<file path="config.mk">
export PLATFORM = sky130hd
export DESIGN_NAME = instruction_fetcher
export DESIGN_NICKNAME = d
export VERILOG_FILES = /design/src/rtl/instruction_fetcher_pkg.sv /design/src/rtl/icache_array.sv /design/src/rtl/instruction_fetcher.sv
export SDC_FILE = /design/constraint.sdc
export NUM_CORES = 1
export LEC_CHECK = 0
export ABC_AREA = 1
export ABC_CLOCK_PERIOD_IN_PS = 4200
export CAP_MARGIN = 20
export CORE_UTILIZATION = 40
export CTS_CLUSTER_DIAMETER = 200
export DETAILED_ROUTE_END_ITERATION = 6
export GPL_ROUTABILITY_DRIVEN = 0
export PLACE_DENSITY = 0.62
export SLEW_MARGIN = 25
export SYNTH_ARGS = -nofsm -noshare
export SYNTH_HDL_FRONTEND = slang
export SYNTH_SLANG_ARGS = --single-unit
export TNS_END_PERCENT = 50
</file>
<file path="constraint.sdc">
create_clock -name clk -period 4.2 [get_ports clk]
set_input_delay 0.42 -clock clk [delete_from_list [all_inputs] [get_ports clk]]
set_output_delay 0.42 -clock clk [all_outputs]
set_load 0.02 [all_outputs]
</file>
<file path="src/rtl/instruction_fetcher_pkg.sv">
// Shared definitions for the core control FSM and the fetch stage:
// core/fetcher state encodings and default program-memory widths.
package instruction_fetcher_pkg;

  localparam int DEFAULT_ADDR_BITS = 8;
  localparam int DEFAULT_DATA_BITS = 16;

  localparam logic [2:0] CORE_IDLE    = 3'b000;
  localparam logic [2:0] CORE_FETCH   = 3'b001;
  localparam logic [2:0] CORE_DECODE  = 3'b010;
  localparam logic [2:0] CORE_REQUEST = 3'b011;
  localparam logic [2:0] CORE_WAIT    = 3'b100;
  localparam logic [2:0] CORE_EXECUTE = 3'b101;
  localparam logic [2:0] CORE_UPDATE  = 3'b110;
  localparam logic [2:0] CORE_DONE    = 3'b111;

  typedef enum logic [2:0] {
    FETCHER_IDLE     = 3'b000,
    FETCHER_FETCHING = 3'b001,
    FETCHER_FETCHED  = 3'b010
  } fetcher_state_t;

endpackage

</file>
<file path="src/rtl/icache_array.sv">
// Direct-mapped instruction cache storage: combinational lookup, one
// synchronous write port, synchronous flush/reset of the valid bits.
module icache_array #(
  parameter int ADDR_BITS = 8,
  parameter int DATA_BITS = 16,
  parameter int ENTRIES   = 4
) (
  input  logic                 clk,
  input  logic                 reset,
  input  logic                 flush,
  input  logic [ADDR_BITS-1:0] lookup_addr,
  output logic                 hit,
  output logic [DATA_BITS-1:0] hit_data,
  input  logic                 write_en,
  input  logic [ADDR_BITS-1:0] write_addr,
  input  logic [DATA_BITS-1:0] write_data
);

  localparam int IDX_W = $clog2(ENTRIES);
  localparam int TAG_W = ADDR_BITS - IDX_W;

  logic [ENTRIES-1:0] line_valid;
  logic [TAG_W-1:0]   line_tag  [ENTRIES];
  logic [DATA_BITS-1:0] line_data [ENTRIES];

  logic [IDX_W-1:0] lookup_idx;
  logic [IDX_W-1:0] write_idx;

  assign lookup_idx = lookup_addr[IDX_W-1:0];
  assign write_idx  = write_addr[IDX_W-1:0];

  assign hit      = line_valid[lookup_idx] &&
                    (line_tag[lookup_idx] == lookup_addr[ADDR_BITS-1:IDX_W]);
  assign hit_data = line_data[lookup_idx];

  // Flush takes priority over a fill on the same edge: the line stays invalid.
  always_ff @(posedge clk) begin
    if (!reset) begin
      line_valid <= '0;
    end else if (flush) begin
      line_valid <= '0;
    end else if (write_en) begin
      line_valid[write_idx] <= 1'b1;
    end
  end

  always_ff @(posedge clk) begin
    if (write_en) begin
      line_tag[write_idx]  <= write_addr[ADDR_BITS-1:IDX_W];
      line_data[write_idx] <= write_data;
    end
  end

endmodule

</file>
<file path="src/rtl/instruction_fetcher.sv">
// Per-core fetch stage: serves cache hits in one cycle, otherwise performs a
// valid/ready read from program memory and fills the cache.
module instruction_fetcher
  import instruction_fetcher_pkg::*;
#(
  parameter int PROGRAM_MEM_ADDR_BITS = DEFAULT_ADDR_BITS,
  parameter int PROGRAM_MEM_DATA_BITS = DEFAULT_DATA_BITS,
  parameter int CACHE_ENTRIES         = 4
) (
  input  logic                             clk,
  input  logic                             reset,
  input  logic [2:0]                       core_state,
  input  logic [PROGRAM_MEM_ADDR_BITS-1:0] current_pc,
  input  logic                             flush,
  output logic                             mem_read_valid,
  output logic [PROGRAM_MEM_ADDR_BITS-1:0] mem_read_address,
  input  logic                             mem_read_ready,
  input  logic [PROGRAM_MEM_DATA_BITS-1:0] mem_read_data,
  output logic [2:0]                       fetcher_state,
  output logic [PROGRAM_MEM_DATA_BITS-1:0] instruction
);

  fetcher_state_t state, state_next;
  logic                             valid_next;
  logic [PROGRAM_MEM_ADDR_BITS-1:0] addr_next;
  logic [PROGRAM_MEM_DATA_BITS-1:0] instr_next;
  logic                             fill_en;
  logic                             cache_hit;
  logic [PROGRAM_MEM_DATA_BITS-1:0] cache_data;

  icache_array #(
    .ADDR_BITS (PROGRAM_MEM_ADDR_BITS),
    .DATA_BITS (PROGRAM_MEM_DATA_BITS),
    .ENTRIES   (CACHE_ENTRIES)
  ) u_icache (
    .clk         (clk),
    .reset       (reset),
    .flush       (flush),
    .lookup_addr (current_pc),
    .hit         (cache_hit),
    .hit_data    (cache_data),
    .write_en    (fill_en),
    .write_addr  (mem_read_address),
    .write_data  (mem_read_data)
  );

  assign fetcher_state = state;

  always_comb begin
    state_next = state;
    valid_next = mem_read_valid;
    addr_next  = mem_read_address;
    instr_next = instruction;
    fill_en    = 1'b0;
    case (state)
      FETCHER_IDLE: begin
        if (core_state == CORE_FETCH) begin
          if (cache_hit) begin
            instr_next = cache_data;
            state_next = FETCHER_FETCHED;
          end else begin
            valid_next = 1'b1;
            addr_next  = current_pc;
            state_next = FETCHER_FETCHING;
          end
        end
      end
      // Request address is held, so it doubles as the fill address.
      FETCHER_FETCHING: begin
        if (mem_read_ready) begin
          instr_next = mem_read_data;
          valid_next = 1'b0;
          fill_en    = 1'b1;
          state_next = FETCHER_FETCHED;
        end
      end
      FETCHER_FETCHED: begin
        if (core_state == CORE_DECODE) begin
          state_next = FETCHER_IDLE;
        end
      end
      default: state_next = FETCHER_IDLE;
    endcase
  end

  always_ff @(posedge clk) begin
    if (!reset) begin
      state            <= FETCHER_IDLE;
      mem_read_valid   <= 1'b0;
      mem_read_address <= '0;
      instruction      <= '0;
    end else begin
      state            <= state_next;
      mem_read_valid   <= valid_next;
      mem_read_address <= addr_next;
      instruction      <= instr_next;
    end
  end

endmodule

</file>
==> results_dict.tcl <==
set metrics [dict create \
    finalSetupTns_ps 0 \
    die-height_um 112 \
    max_freq_mhz 362 \
    layout-drive-gt1-share_pct 9.39 \
    ys.flop_type "edfxtp_1" \
    post_cts.repair.setup_buffers 0 \
    hpwl_um 6240 \
    vias 3501 \
    ys.warnings.count 0 \
    p_per_area_nw_per_um2 459 \
    clock_sinks 119 \
    power_w 0.00281 \
    synth_top_cell_area_share_pct 54.3 \
    ys_top_cells_by_area "edfxtp_1 54%, dfxtp_1 13%, nor2_1 5.4%, nand2_1 5.3%, o21ai_0 4.1%" \
    cts_resized 0 \
    core_um2 11700 \
    clkTransAtPathRegs_ps 50 \
    synth_edf_count 88 \
    grt_setup_unrepaired "no" \
    power.switching_w 0.000599 \
    critical_path.max_fanout 46 \
    switching_share_pct 21.3 \
    peakVddDrop_uv 282 \
    syn_area_um2 4870 \
    antenna_cells 0 \
    grt_pass1_vias 3480 \
    power_frac_clock_pct 47.8 \
    yosys_register_bits 119 \
    ys_seq_area_share_pct 67.0 \
    arrival_ps 3050 \
    async_flop_share_pct 0 \
    gr-usage-all-layers_pct 18.7 \
    netlist_instances 449 \
    holdCritPathClass "reg2reg" \
    p_int_w 0.00221 \
    min_path_cells 2 \
    slew_headroom_pct 48.4 \
    pin_count 59 \
    die_x_um 112 \
    die_area_um2 12600 \
    htreeDepth 4 \
    seq_power_share_pct 45.7 \
    worstSetupEndpointType "flop" \
    min_period_over_period_pct 65.8 \
    power_leakage_nw 2.16 \
    dp_cells 633 \
    combPwrFrac_pct 6.5 \
    start_util_pct 41.8 \
    worstSetupPathType "in2reg" \
    synthesis.nets 480 \
    violations "DRC" \
    skew_ps 13.6 \
    grt_pass1_wl_um 18100 \
    regToRegSetupSlack_ps 2050 \
    critical_path.most_common_cell "nand2_1" \
    routed_via_density 5.26 \
    ys_types 26 \
    dr.pass1.iters 7 \
    setup-violations-final 0 \
    cp_slowest_cell "o21bai_4" \
    max_stage_delay_ps 610 \
    drv_cap 0 \
    start_kind "primary input" \
    r2r_cells 10 \
    hold_violations 0 \
    antenna_found_initial 0 \
    ctsRootBufferMaster "clkbuf_16" \
    syn_to_final_growth_pct 25.7 \
    wl_um 10900 \
    worst_ep_required_time_ps 4480 \
    yosysTopAreaCell "edfxtp_1" \
    syn_area_per_cell_um2 10.8 \
    final_cells 665 \
    cts_tree "done" \
    cts_made_buffers 17 \
    drt_iter0_markers 303 \
    status "finished with violations" \
    finalNetCount 540 \
    worstMarginPinSlew_ps 773 \
    io_buffer_count 57 \
    rows 39 \
    drv_slew 0 \
    postRouteAntennaNets 0 \
    crit_path_cell_trace "clkdlybuf4s50_1, inv_2, nand2_1, nand3_1, nand2_1, nand2_1, nand2_1, nor2_1, nand2_2, o21bai_4, nand3_1, nand2_1, nor2_1" \
    clk_latency_ps 400 \
    route.detailed.drc 7 \
    finalCriticalPeriod_ps 2760 \
    grt_max_degree 48 \
    grt.overflow.total 0 \
    routedWlPerCell_um 16.4 \
    cts_buffer_depth 2 \
    hold_buffers 0 \
]
-- cells in the mapped netlist (2+ instances only) --
library cell  count
nor3_1           13
clkbuf_1         12
edfxtp_1         88
dfxtp_1          31
buf_6             3
a21oi_1          20
inv_2             2
nor2_1           70
o21ai_0          40
nand2_1          69
inv_1            16
o22ai_1          16
nand3_2           2
nand3_1          33
mux2i_1          16
buf_4             2
buf_2             6
nor2_4            2
-- per-stage QoR --
| step | worst slack (ps) | hold WS [ps] | util (%) | instance area, um2 |
|---|---|---|---|---|
| detailed placement | 1060 | 461 | 47.8 | 5570 |
| global placement | 1070 | 454 | 47.8 | 5570 |
| global route | 1130 | 486 | 52.5 | 6120 |
| CTS | 1390 | 473 | 52.5 | 6120 |
| finish | 1440 | 467 | 52.5 | 6120 |
| floorplan | 1140 | 440 | - | 4870 |
-- critical path: cells and delay by family --
kind                   cells  cell delay (ps)
and+or+nand+nor           10              970
AOI/OAI and AO/OA          1              610
buffers and inverters      2             1000
-- final timing paths --
check / from / to
setup / recovery: current_pc[0] / instruction[11]
hold / removal: u_icache.line_valid[3] / u_icache.line_valid[3]
setup reg to reg: fetcher_state[0] / instruction[11]
hold reg to reg: u_icache.line_valid[3] / u_icache.line_valid[3]
-- cell usage in the layout (no fill, tap or decap), types with 2 or more instances in the layout --
master	count
o22ai_1	16
a21oi_1	20
inv_2	2
nor2_1	70
edfxtp_1	88
clkinv_2	5
inv_1	16
nor2_4	2
nand2_1	68
nor3_1	9
o21ai_0	40
buf_4	8
bufinv_16	2
clkdlybuf4s50_1	57
nand3_1	33
dfxtp_1	31
clkbuf_1	5
nand2_2	2
mux2i_1	16
nor3_2	4
clkbuf_16	17
nand3_2	2
-- power by group through the flow --
stage               sequential (W)  combinational (W)  clock, W
floorplan                  0.00131          0.0000963         0
global placement           0.00131           0.000180         0
detailed placement         0.00131           0.000184         0
CTS                        0.00128           0.000185   0.00136
global route               0.00128           0.000203   0.00141
finish                     0.00128           0.000183   0.00134
-- kinds of logic after synthesis --
| logic type | share of synthesized area [%] |
|---|---|
| AO/OA/AOI/OAI | 8.76 |
| multiplexers | 3.29 |
| buffers and inverters | 4.01 |
| other | 0.0770 |
| AND/OR/NAND/NOR | 16.9 |
| flip-flops | 67.0 |
-- flip-flops by register name, indices dropped and copies added (netlist names) --
signal               cells
u_icache.line_valid      4
u_icache.line_data      64
u_icache.line_tag       24
mem_read_valid           1
fetcher_state            2
mem_read_address         8
instruction             16
-- layer usage --
layer  GRT usage, %  vias to the layer above  share of wire [%]
li1               -                     1695                  -
met3           4.27                        7                5.7
met4           5.87                        0               0.78
met2           30.1                      114                 46
met5              0                        -                  0
met1           25.1                     1685                 47
-- cell type report --
type | count | area (um2)
Tap cell | 143 | 179
Timing Repair Buffer | 65 | 631
Inverter | 18 | 67.6
Fill cell | 1015 | 5540
Sequential cell | 119 | 3260
Multi-Input combinational cell | 288 | 1430
Clock buffer | 22 | 444
Clock inverter | 10 | 105
(Power assumes the default switching activity.)
